[src/rtl/kbd_matrix_wb_responder.sv]
// Keyboard matrix image: RP2040 writes rows over pipelined Wishbone, and the CPU
// selects a row via PIA1 PORTA and reads it back through PORTB with a bus override.
module kbd_matrix_wb_responder #(
    parameter int unsigned KBD_ROW_COUNT  = 10,
    parameter int unsigned KBD_ADDR_WIDTH = 4,
    parameter logic [15:0] PIA_BASE       = 16'hE810
) (
    input  logic                      wb_clock_i,
    input  logic                      wb_reset_i,
    input  logic [KBD_ADDR_WIDTH-1:0] wb_addr_i,
    input  logic [7:0]                wb_data_i,
    output logic [7:0]                wb_data_o,
    input  logic                      wb_we_i,
    input  logic                      wb_cycle_i,
    input  logic                      wb_strobe_i,
    output logic                      wb_stall_o,
    output logic                      wb_ack_o,
    input  logic [15:0]               cpu_addr_i,
    input  logic [7:0]                cpu_data_i,
    input  logic                      cpu_we_i,
    input  logic                      cpu_wr_strobe_i,
    input  logic                      cpu_rd_i,
    output logic [7:0]                kbd_data_o,
    output logic                      kbd_oe_o
);

    localparam logic [15:0] PiaPortA = PIA_BASE;
    localparam logic [15:0] PiaPortB = 16'(PIA_BASE + 16'd2);

    logic [7:0]                rows_q [KBD_ROW_COUNT];
    logic [7:0]                rows_d [KBD_ROW_COUNT];
    logic [KBD_ADDR_WIDTH-1:0] row_sel_q, row_sel_d;
    logic                      ack_q, ack_d;
    logic [7:0]                wb_data_q, wb_data_d;
    logic [7:0]                kbd_data_q, kbd_data_d;
    logic                      kbd_oe_q, kbd_oe_d;
    logic                      wb_accept;
    logic [7:0]                wb_rd_byte;
    logic [7:0]                kbd_rd_byte;

    assign wb_stall_o = wb_reset_i;
    assign wb_accept  = wb_cycle_i & wb_strobe_i & ~wb_stall_o;

    always_comb begin
        wb_rd_byte  = 8'hFF;
        kbd_rd_byte = 8'hFF;
        // Unimplemented row indices match no entry and so read as 8'hFF / drop writes.
        for (int i = 0; i < KBD_ROW_COUNT; i++) begin
            rows_d[i] = rows_q[i];
            if (KBD_ADDR_WIDTH'(i) == wb_addr_i) begin
                wb_rd_byte = rows_q[i];
                if (wb_accept && wb_we_i) begin
                    rows_d[i] = wb_data_i;
                end
            end
            if (KBD_ADDR_WIDTH'(i) == row_sel_q) begin
                kbd_rd_byte = rows_q[i];
            end
        end
    end

    always_comb begin
        ack_d      = wb_accept;
        wb_data_d  = wb_data_q;
        row_sel_d  = row_sel_q;
        kbd_data_d = kbd_rd_byte;
        kbd_oe_d   = cpu_rd_i & ~cpu_we_i & (cpu_addr_i == PiaPortB);
        if (wb_accept && !wb_we_i) begin
            wb_data_d = wb_rd_byte;
        end
        if (cpu_wr_strobe_i && cpu_we_i && cpu_addr_i == PiaPortA) begin
            row_sel_d = cpu_data_i[KBD_ADDR_WIDTH-1:0];
        end
    end

    always_ff @(posedge wb_clock_i) begin
        if (wb_reset_i) begin
            for (int i = 0; i < KBD_ROW_COUNT; i++) begin
                rows_q[i] <= 8'hFF;
            end
            row_sel_q  <= '0;
            ack_q      <= 1'b0;
            wb_data_q  <= 8'h00;
            kbd_data_q <= 8'hFF;
            kbd_oe_q   <= 1'b0;
        end else begin
            for (int i = 0; i < KBD_ROW_COUNT; i++) begin
                rows_q[i] <= rows_d[i];
            end
            row_sel_q  <= row_sel_d;
            ack_q      <= ack_d;
            wb_data_q  <= wb_data_d;
            kbd_data_q <= kbd_data_d;
            kbd_oe_q   <= kbd_oe_d;
        end
    end

    // An initiator that drops cycle before the ack aborts; the write has already landed.
    assign wb_ack_o   = ack_q & wb_cycle_i;
    assign wb_data_o  = wb_data_q;
    assign kbd_data_o = kbd_data_q;
    assign kbd_oe_o   = kbd_oe_q;

endmodule
[config.mk]
export PLATFORM = sky130hd
export DESIGN_NAME = kbd_matrix_wb_responder
export DESIGN_NICKNAME = d
export VERILOG_FILES = /design/src/rtl/kbd_matrix_wb_responder.sv
export SDC_FILE = /design/constraint.sdc
export NUM_CORES = 1
export LEC_CHECK = 0
export CAP_MARGIN = 20
export CELL_PAD_IN_SITES_DETAIL_PLACEMENT = 1
export CELL_PAD_IN_SITES_GLOBAL_PLACEMENT = 1
export CORE_UTILIZATION = 50
export DETAILED_ROUTE_END_ITERATION = 8
export DONT_BUFFER_PORTS = 1
export PLACE_DENSITY_LB_ADDON = 0.1
export SYNTH_ARGS = -nofsm -noshare
export SYNTH_HDL_FRONTEND = slang
export SYNTH_SLANG_ARGS = --single-unit
[constraint.sdc]
create_clock -name wb_clock_i -period 3.9 [get_ports wb_clock_i]
set_clock_uncertainty 0.05 [all_clocks]
set_input_delay 0.78 -clock wb_clock_i [delete_from_list [all_inputs] [get_ports wb_clock_i]]
set_output_delay 0.78 -clock wb_clock_i [all_outputs]
set_load 0.01 [all_outputs]
**Word-level counts from Yosys, hierarchy flattened**

Memory sizes are Yosys's and may differ from the RTL's.
Index checks and enable logic that the tools add are counted.

- Register bits: 22
- Memory bits (writable): 80
- Input bits: 44
- Output and inout port bits: 19
- Logic and storage cells: 103
- Memories kept: 1

Memory list:

| name | words | bits a word | rd ports | clocked after memory_dff | wr ports | RTL line | RTL |
|---|---|---|---|---|---|---|---|
| rows_q | 10 | 8 | 10 | 0 | 10 | 30 | `logic [7:0] rows_q [KBD_ROW_COUNT];` |

- Equality and inequality tests: 20
- Muxes and demuxes: 53
- Bitwise logic cells: 17
- Reductions and logical operators: 7

Operators with widths:

| cell | number |
|---|---|
| 8-bit 2-to-1 mux | 50 |
| 16-bit == test, second input constant | 2 |
| 3-bit by 4-bit == test with 1-bit output, first input constant | 8 |
| 2-bit by 4-bit == test with 1-bit output, first input constant | 4 |
| 4-bit == test, first input constant | 4 |
| 1-bit bitwise OR | 10 |
| 1-bit by 4-bit == test with 1-bit output, first input constant | 2 |
| 4-bit zero test | 2 |
| 1-bit bitwise AND | 5 |
| 1-bit logical AND | 4 |
| 1-bit 2-to-1 mux | 3 |
| 1-bit inverter | 2 |
| 1-bit zero test | 1 |

**Logic depth before layout (Yosys ltp)**

Gate-level depths: netlist of the first run.

- Word-level depth: 11
- Depth in mapped cells: 8

**Worst setup path before layout of the first run**

No wires, ideal clock.

- Path kind: input-to-reg
- Start: input wb_reset_i
- End: memory rows_q[8][0]
- Library setup time: 0.120 ns
- Arrival time: 2.103 ns
- Setup slack: 1.627 ns
- Cell stages on the path: 6
- Buffers on the path: 3
- Cell sequence: buf_6 -> nand4b_4 -> or4_1 -> buf_2 -> buf_6 -> a211o_1

RTL lines:

| item | RTL line | RTL |
|---|---|---|
| start: declaration | 9 | `input logic wb_reset_i,` |
| end: declaration | 30 |  |

**Final worst setup path of the first run**

- Start: register row_sel_q[0]
- End: register kbd_data_q[3] (netlist: kbd_data_o[3])

- Longest elaborated chain between the ends: 11
- Elaborated cells between the ends (all ways): 20

RTL lines:

| item | RTL line | RTL |
|---|---|---|
| start: declaration | 32 | `logic [KBD_ADDR_WIDTH-1:0] row_sel_q, row_sel_d;` |
| start signal: assignment | 90 | `row_sel_q <= row_sel_d;` |
| 4-bit zero test | 56 | `if (KBD_ADDR_WIDTH'(i) == row_sel_q) begin` |
| 8-bit 2-to-1 mux (9 in a row) | 56 |  |
| 8-bit 2-to-1 mux (*) | 56 |  |
| end signal: assignment | 93 | `kbd_data_q <= kbd_data_d;` |
| end: declaration | 35 | `logic [7:0] kbd_data_q, kbd_data_d;` |

Mark *: on every way between the ends. The rest lies on a longest branch, timed or not.
A chain may end at the register's enable or synchronous reset.

==> metrics.txt, run 1 <==
status finished, final reports clean; CP startpoint kind register; hold slack 422 ps; first-pass GRT wire length 25.3 mm; Post-Syn Area 5530 um2; crit path max fanout 20; 1st-iter DRT viols 281; Max Clk Rate about 0.39 GHz; CTS tree yes; WL/cell roughly 23 um; Worst Path Class, Setup reg -> reg; drt drc 0; Main synth FF type dfxtp_1; die area 11500 um2; Routed Antenna Nets 0; Seq pwr share 59.1%; CTS Root Cell clkbuf_8; Sw Pwr between 0.4 and 0.5 mW; area leader, netlist dfxtp_1; vias in the first global route 4742; CTS H-tree depth 3; Buffers on Ports 0; Clock Power Share 36.7%; period utilisation layout 66.2%; Syn Nets 665; initial antenna violation count 0; worst skew pair latency around 390 ps; Net Sw Frac 23.6%; Max-slew headroom 27.8%; Slew Viols, Final 0; FP Rows 38; Post-synth top cells 102 x dfxtp_1, 67 x a211o_1, 62 x nor2b_1, 52 x nand2_1, 36 x nor2_1; setup_tns 0 ps; Synth Warn # 0; Final HPWL DP around 12 mm; register area share after synthesis 36.9%; max cap viols 0; Synth Register Bits 102; drt first pass iters 5; Yosys top cell area share 36.9%; detailed-route vias per instance 6.45; Worst Tran Pin Value 1070 ps; DR vias about 4600; largest net degree at the start of global routing 101; Netlist cell types 59; Max Root-Sink Buffers 2; area grow syn2layout 1.74%; Setup crit end kind register; Inserted Diodes 0; Final Setup Violations 0; Leakage ~1.9 nW; internal power 1.37 mW; Synth area leaders dfxtp_1 37%, a211o_1 11%, nor2b_1 7.0%; Top Ports 63; Routed WL 16.2 mm; CTS Buf Count 9; most frequent cell after synthesis dfxtp_1; post-cts resize count 0; Fill cells roughly 1300; share of cells above drive strength 1 between 10% and 20%; pwr dens 319 nW/um2; syn avg cell area around 8.9 um2; die height 107 um; Initial Util 51.3%; RSZ-0062 raised after global routing false; clock-pin slew on the worst setup and hold paths ~90 ps; synthesized netlist cell count around 620; TritonCTS Sinks a little over 100; Post-synth EDFFs 0; post-CTS setup buffers 0; Arrival @ worst endpoint 2790 ps; min cycle time layout between 2000 and 3000 ps; hold crit path type in -> reg; global placement routability congestion 0.874; Logic pwr share roughly 4.2%; hold_buf cts 0; die width 107 um; CP required just over 4000 ps; Post-synth ARST share 0%; Remaining Overflow, GRT 0; core area 10800 um2; Hold Vio Cnt, Final 0; maximum VDD drop 0.231 mV; NumNets Final slightly above 600; GRT Total Usage roughly 30%
final cells by class:
cell class / count / area (um2) / area share [%]
Clock buffer: 13 / 169 / 3.00
Sequential cell: 102 / 2040 / 36.3
Inverter: 17 / 63.8 / 1.13
Timing Repair Buffer: 3 / 22.5 / 0.400
Tap cell: 140 / 175 / 3.11
Clock inverter: 3 / 17.5 / 0.311
Multi-Input combinational cell: 440 / 3140 / 55.8
critical path, cell delays in order, from the launching register on:
cell	delay [ps]
dfxtp_1	990
nor2b_1	650
a21oi_1	150
a221oi_1	430
o21ai_0	170
cell families after synthesis:
kind of cell,Yosys count,share of synthesized area (%)
flip-flops,102,36.9
AND/OR/NAND/NOR,238,25.9
multiplexers,26,6.78
buffers and inverters,79,6.35
AO/OA/AOI/OAI,176,24.1
per-layer routing:
metal	global-route usage, %	part of all wire [%]
met4	10.7	1.6
met3	4.92	5.2
met1	37.3	44
met2	49.5	50
met5	0	0
path summary, 6_finish.rpt:
path / from / end / slack [ps] / cells past startpoint
hold / removal: wb_reset_i / ack_q / 420 / 1
setup / recovery: row_sel_q[0] / kbd_data_o[3] / 1320 / 4
hold reg to reg: rows_q[4][2] / rows_q[4][2] / 450 / 2
setup reg to reg: row_sel_q[0] / kbd_data_o[3] / 1320 / 4
stage by stage:
step           instance area (um2)  util, %  power, mW  cells  setup WS, ps
6_report                      5630     52.2       1.79    718          1320
3_3_place_gp                  5440     50.4       1.15    702          1330
4_1_cts                       5630     52.2       1.81    718          1310
5_1_grt                       5630     52.2       1.86    718          1130
2_1_floorplan                 5530        -       1.18    621          1630
3_5_place_dp                  5440     50.4       1.16    702          1270
registers in the layout, summed over array words and instances (netlist names):
register    count
ack_q           1
kbd_data_o      8
kbd_oe_o        1
row_sel_q       4
rows_q         80
wb_data_o       8
cells in the final DEF, fill, tap and decap left out, types with 2 or more instances in the layout:
cell / synthesis / layout
mux2i_1: 6 / 6
nand3_1: 7 / 7
or4_1: 2 / 2
a221o_1: 4 / 4
o21ai_0: 20 / 20
nand3b_1: 25 / 25
nor2b_1: 62 / 62
mux2_2: 12 / 12
nor3_4: 4 / 4
clkbuf_8: 0 / 12
a211oi_1: 12 / 12
nand4bb_1: 3 / 3
a221oi_1: 6 / 6
o21ba_2: 3 / 3
o22ai_1: 14 / 14
a2111oi_0: 5 / 5
inv_1: 17 / 17
a211o_1: 67 / 67
a32oi_1: 2 / 2
nand2_1: 52 / 52
or3b_2: 6 / 6
o41a_1: 2 / 2
or3_1: 3 / 3
o31ai_1: 2 / 2
and3_1: 3 / 3
clkinv_2: 0 / 2
buf_4: 6 / 3
and2_1: 2 / 2
o21a_1: 2 / 2
a21oi_1: 24 / 24
nor3b_1: 2 / 2
nand2b_1: 10 / 10
o2bb2ai_1: 2 / 2
and4b_1: 2 / 2
or2_2: 6 / 6
dfxtp_1: 102 / 102
nor2_1: 36 / 36
nor3_1: 2 / 2
mux4_2: 8 / 8
a22o_1: 5 / 5
power groups by stage:
| stage | Sequential [mW] | Clock, mW | Combinational (mW) |
|---|---|---|---|
| after floorplan | 1.08 | 0 | 0.103 |
| after global placement | 1.08 | 0 | 0.0722 |
| after detailed placement | 1.08 | 0 | 0.0754 |
| after CTS | 1.06 | 0.672 | 0.0759 |
| after global routing | 1.06 | 0.714 | 0.0830 |
| final | 1.06 | 0.658 | 0.0757 |
No activity file was read; power rests on OpenSTA's default activity.
==> run 2, diff against run 1 <==
--- a/config.mk
+++ b/config.mk
@@ -8,7 +8,7 @@
 export CAP_MARGIN = 20
 export CELL_PAD_IN_SITES_DETAIL_PLACEMENT = 1
 export CELL_PAD_IN_SITES_GLOBAL_PLACEMENT = 1
-export CORE_UTILIZATION = 50
+export CORE_UTILIZATION = 44
 export DETAILED_ROUTE_END_ITERATION = 8
 export DONT_BUFFER_PORTS = 1
 export PLACE_DENSITY_LB_ADDON = 0.1
==> constraint.sdc (replaced) <==
create_clock -name wb_clock_i -period 2.34 [get_ports wb_clock_i]
set_clock_uncertainty 0.05 [all_clocks]
set_input_delay 0.468 -clock wb_clock_i [delete_from_list [all_inputs] [get_ports wb_clock_i]]
set_output_delay 0.468 -clock wb_clock_i [all_outputs]
set_load 0.01 [all_outputs]
==> metrics.txt, run 2 (synthesized netlist as in run 1, its figures left out) <==
Routed Antenna Nets 0 (unchanged); Arrival @ worst endpoint 2130 ps (-660 ps); Max-slew headroom 59.6% (+32 points); WL/cell 22.1 um (-2.0%); Slowest-stage cell, CP dfxtp_1; Hold Vio Cnt, Final 0 (unchanged); Util after Layout 48.9% (-3.3 points); pwr dens 597 nW/um2 (+88%); drt first pass iters 4 (-1); largest net degree at the start of global routing 101 (unchanged); clock-pin slew on the worst setup and hold paths 70 ps (-20 ps); Final HPWL DP 12.0 mm (+4.1%); Top Ports 63 (unchanged); core area 12100 um2 (+12%); reg2reg path depth 4 (unchanged); Slew Viols, Final 0 (unchanged); die width 114 um (+6.5%); setup_tns 0 ps (unchanged); CP required 2540 ps (-1570 ps); Remaining Overflow, GRT 0 (unchanged); maximum VDD drop 0.449 mV (+94%); Overall Power 3.53 mW (+97%); GRT Total Usage 27.4% (-1.8 points); RSZ-0062 raised after global routing false; first-pass GRT wire length 26.8 mm (+6.0%); commonest non-fill, non-tap cell in the layout dfxtp_1; hold slack 148 ps (-274 ps); reg2reg start row_sel_q[3]; Buffers on Ports 0 (unchanged); DP Area 5600 um2 (+2.8%); WHS Endpoint ack_q; Top reg by flops rows_q; Hold Path Depth 1 (unchanged); Setup crit end kind register; final worst slack 413 ps (-905 ps); FP Rows 40 (+5.3%); worst-path cell chain or3b_2 -> a211o_1 -> o31ai_1 -> o21ba_2; area grow syn2layout 6.97%; CTS Buf Count 9 (unchanged); crit path max fanout 14 (-30%); Place WS 173 ps (-1100 ps); Final Setup Violations 0 (unchanged); Max Clk Rate 0.519 GHz (+34%); Initial Util 45.7% (-5.6 points); Top Family by Delay on Critical Path flip-flops; hold path start wb_reset_i; hold crit path type in -> reg; Leakage 2.05 nW (+6.8%); hold_buf cts 0 (unchanged); NumNets Final 631 (+2.3%); Critical R2R Capture kbd_data_o[4]; drt drc 0 (unchanged); Routed WL 16.8 mm (+3.7%); Max Root-Sink Buffers 2 (unchanged); TritonCTS Sinks 102 (unchanged); status finished, final reports clean; Inserted Diodes 0 (unchanged); highest-count cells in the layout ignoring fill and taps 101 x dfxtp_1, 67 x a211o_1, 62 x nor2b_1, 52 x nand2_1, 36 x nor2_1; worst path bufs/invs 0 (unchanged); Design Area, Final 5920 um2 (+5.1%); CP startpoint kind register; max cap viols 0 (unchanged); period utilisation layout 82.4% (+16 points); CTS tree yes; CTS H-tree depth 3 (unchanged); Inst Count DP 744 (+6.0%); DR vias 4628 (unchanged); 1st-iter DRT viols 242 (-14%); crit-path max cell delay 650 ps (-340 ps); die area 13000 um2 (+13%); Worst R2R Setup Slack 410 ps (-900 ps); worst skew pair latency 360 ps (-30 ps); Fill cells 1415 (+13%); max reg flops 80 (unchanged); share of cells above drive strength 1 13.2% (+2.4 points); Worst Tran Pin Value 604 ps (-470 ps); vias in the first global route 4876 (+2.8%); detailed-route vias per instance 6.09 (-5.5%); Worst Path Class, Setup reg -> reg; CTS Root Cell clkbuf_16; die height 114 um (+6.5%); global placement routability congestion 0.840 (-3.9%); initial antenna violation count 0 (unchanged); non-filler cells, final 760 (+5.8%); min cycle time layout 1930 ps (-655 ps)
## run 2: worst max-delay path by stage
stage,startpoint,end,slack [ps],depth (start not counted)
finish,row_sel_q[3],kbd_data_o[4],410,4
global placement,row_sel_q[0],kbd_data_o[3],260,6
detailed placement,row_sel_q[0],kbd_data_o[1],170,6
floorplan,wb_reset_i,rows_q[8][0],380,6
CTS,row_sel_q[0],kbd_data_o[1],170,6
global route,row_sel_q[0],kbd_data_o[1],280,6
## run 2: area by class of cell
| type | count | area, um2 | share of cell area [%] |
|---|---|---|---|
| Multi-Input combinational cell | 440 | 3140 | 53.0 |
| Inverter | 17 | 63.8 | 1.08 |
| Sequential cell | 102 | 2040 | 34.5 |
| Clock buffer | 9 | 225 | 3.81 |
| Tap cell | 168 | 210 | 3.55 |
| Timing Repair Buffer | 17 | 140 | 2.37 |
| Clock inverter | 7 | 96.3 | 1.63 |
## run 2: timing repair
item | 4_1_cts | 5_1_grt
endpoints found under the setup margin | 0 | 1
hold endpoints to repair | 0 | 0
gates resized for setup | 0 | 1
buffers inserted | 0 | 0
## run 2: report_power, final
group	switching [mW]	leakage (nW)	internal (mW)
Combinational	0.0657	1.07	0.0631
Clock	0.701	0.148	0.939
Sequential	0.0166	0.827	1.75
Total	0.783	2.05	2.75
## run 2: metal layers
metal / GRT usage (%) / vias up / part of all wire, %
met5: 0 / - / 0
met4: 6.23 / 0 / 1.1
met2: 48.4 / 113 / 51
li1: - / 2199 / -
met1: 34.0 / 2302 / 43
met3: 6.03 / 14 / 4.8
==> run 3, diff against run 2 <==
==> constraint.sdc (replaced) <==
create_clock -name wb_clock_i -period 1.6 [get_ports wb_clock_i]
set_clock_uncertainty 0.05 [all_clocks]
set_input_delay 0.32 -clock wb_clock_i [delete_from_list [all_inputs] [get_ports wb_clock_i]]
set_output_delay 0.32 -clock wb_clock_i [all_outputs]
set_load 0.01 [all_outputs]
==> metrics.txt, run 3 (synthesized netlist as in run 1, its figures left out) <==
Max Root-Sink Buffers 2 (unchanged); Slew Viols, Final 0 (unchanged); first-pass GRT wire length 27.7 mm (+3.2%); share of cells above drive strength 1 19.6% (+6.4 points); Leakage 2.26 nW (+11%); reg2reg path depth 5 (+1); Initial Util 45.7% (unchanged); global placement routability congestion 0.900 (+7.2%); Arrival @ worst endpoint 1880 ps (-250 ps); CP required 1790 ps (-750 ps); Max Clk Rate 0.590 GHz (+14%); Remaining Overflow, GRT 0 (unchanged); GRT Total Usage 28.3% (+0.85 points); reg2reg start row_sel_q[0]; commonest non-fill, non-tap cell in the layout dfxtp_1; DR vias 4850 (+4.8%); WHS Endpoint rows_q[8][2]; Hold Path Depth 1 (unchanged); CP startpoint kind register; RSZ-0062 raised after global routing true; Routed Antenna Nets 0 (unchanged); die area 13000 um2 (unchanged); crit-path max cell delay 500 ps (-150 ps); CTS tree yes; Routed WL 17.6 mm (+4.6%); worst-path cell chain buf_12 -> buf_4 -> mux4_2 -> a221oi_2 -> o21ai_1; TritonCTS Sinks 102 (unchanged); FP Rows 40 (unchanged); Final Setup Violations 8 (+8); final worst slack -94.7 ps (-507 ps); initial antenna violation count 0 (unchanged); Buffers on Ports 0 (unchanged); NumNets Final 672 (+6.5%); Max-slew headroom 70.0% (+10 points); vias in the first global route 5030 (+3.2%); CTS Buf Count 9 (unchanged); 1st-iter DRT viols 275 (+14%); die height 114 um (unchanged); failing checks negative setup slack; Top reg by flops rows_q; worst skew pair latency 360 ps (about the same); core area 12100 um2 (unchanged); die width 114 um (unchanged); maximum VDD drop 0.466 mV (+3.7%); detailed-route vias per instance 6.05 (-0.57%); largest net degree at the start of global routing 94 (-6.9%); WL/cell 21.9 um (-0.79%); CTS Root Cell clkbuf_16; Critical R2R Capture kbd_data_o[7]; Hold Vio Cnt, Final 0 (unchanged); highest-count cells in the layout ignoring fill and taps 99 x dfxtp_1, 67 x a211o_1, 62 x nor2b_1, 52 x nand2_1, 46 x buf_4; hold crit path type in -> reg; min cycle time layout 1690 ps (-233 ps); Final HPWL DP 12.7 mm (+6.0%); Overall Power 5.05 mW (+43%); Worst Path Class, Setup reg -> reg; Inserted Diodes 0 (unchanged); area grow syn2layout 15.2%; clock-pin slew on the worst setup and hold paths 70 ps (about the same); DP Area 5930 um2 (+6.0%); Worst Tran Pin Value 449 ps (-155 ps); max cap viols 0 (unchanged); Design Area, Final 6370 um2 (+7.7%); Worst R2R Setup Slack -90 ps (-510 ps); crit path max fanout 15 (+1); Top Ports 63 (unchanged); drt first pass iters 5 (+1); status finished with violations; max reg flops 80 (unchanged); Slowest-stage cell, CP mux4_2; drt drc 0 (unchanged); Fill cells 1387 (-2.0%); period utilisation layout 106% (+24 points); pwr dens 793 nW/um2 (+33%); Setup crit end kind register; CTS H-tree depth 3 (unchanged); hold path start wb_reset_i
[run 3: repair_timing]
action,4_1_cts,5_1_grt
gates resized for setup,17,2
pin swaps,9,3
buffers inserted,5,4
hold endpoints to repair,8,0
endpoints found under the setup margin,8,9
hold buffers,1,0
cloned,0,0
[run 3: area by class of cell]
type | instances | area (um2) | area share [%]
multi-input cells | 440 | 3190 | 50.1
well taps | 168 | 210 | 3.30
clock buffers | 13 | 260 | 4.08
repair buffers | 58 | 558 | 8.76
inverters | 17 | 63.8 | 1.00
clock inverters | 3 | 42.5 | 0.668
flip-flops and latches | 102 | 2050 | 32.1
[run 3: how the worst max path moves through the flow]
stage | from | end | slack, ps | depth (start not counted)
finish | row_sel_q[0] | kbd_data_o[7] | -90 | 5
floorplan | wb_reset_i | rows_q[8][0] | -120 | 6
CTS | row_sel_q[0] | kbd_data_o[0] | -60 | 6
global placement | row_sel_q[0] | kbd_data_o[1] | -210 | 4
global route | row_sel_q[0] | kbd_data_o[0] | -180 | 6
detailed placement | row_sel_q[0] | kbd_data_o[6] | -220 | 4
[run 3: report_power, final]
| part | internal, mW | total, mW | switching [mW] |
|---|---|---|---|
| clock network | 1.30 | 2.25 | 0.953 |
| registers | 2.56 | 2.58 | 0.0247 |
| logic | 0.111 | 0.219 | 0.108 |
| total | 3.97 | 5.05 | 1.09 |
[run 3: per-stage QoR]
stage | utilization (%) | setup TNS (ps) | hold slack [ps] | std cells | worst slack [ps]
2_1_floorplan | - | -2190 | 400 | 621 | -122
3_3_place_gp | 49.0 | -2330 | 353 | 775 | -211
3_5_place_dp | 49.0 | -3410 | 357 | 775 | -218
4_1_cts | 52.3 | -197 | 5.62 | 797 | -60.3
5_1_grt | 52.6 | -1030 | 7.86 | 801 | -184
6_report | 52.6 | -517 | 24.7 | 801 | -94.7
[run 3: metal layers]
layer | GRT usage (%) | routed length (um) | vias to the layer above
li1 | - | - | 2283
met1 | 35.8 | 7680 | 2413
met2 | 47.8 | 8570 | 124
met3 | 5.66 | 935 | 30
met4 | 9.78 | 374 | 0
met5 | 0 | 0 | -
[run 3: worst max-delay path: cells and delay by family, from the launching register on]
kind | cells | cell delay (ps)
flops | 1 | 340
buf+inv | 2 | 270
compound gates | 2 | 410
mux | 1 | 500
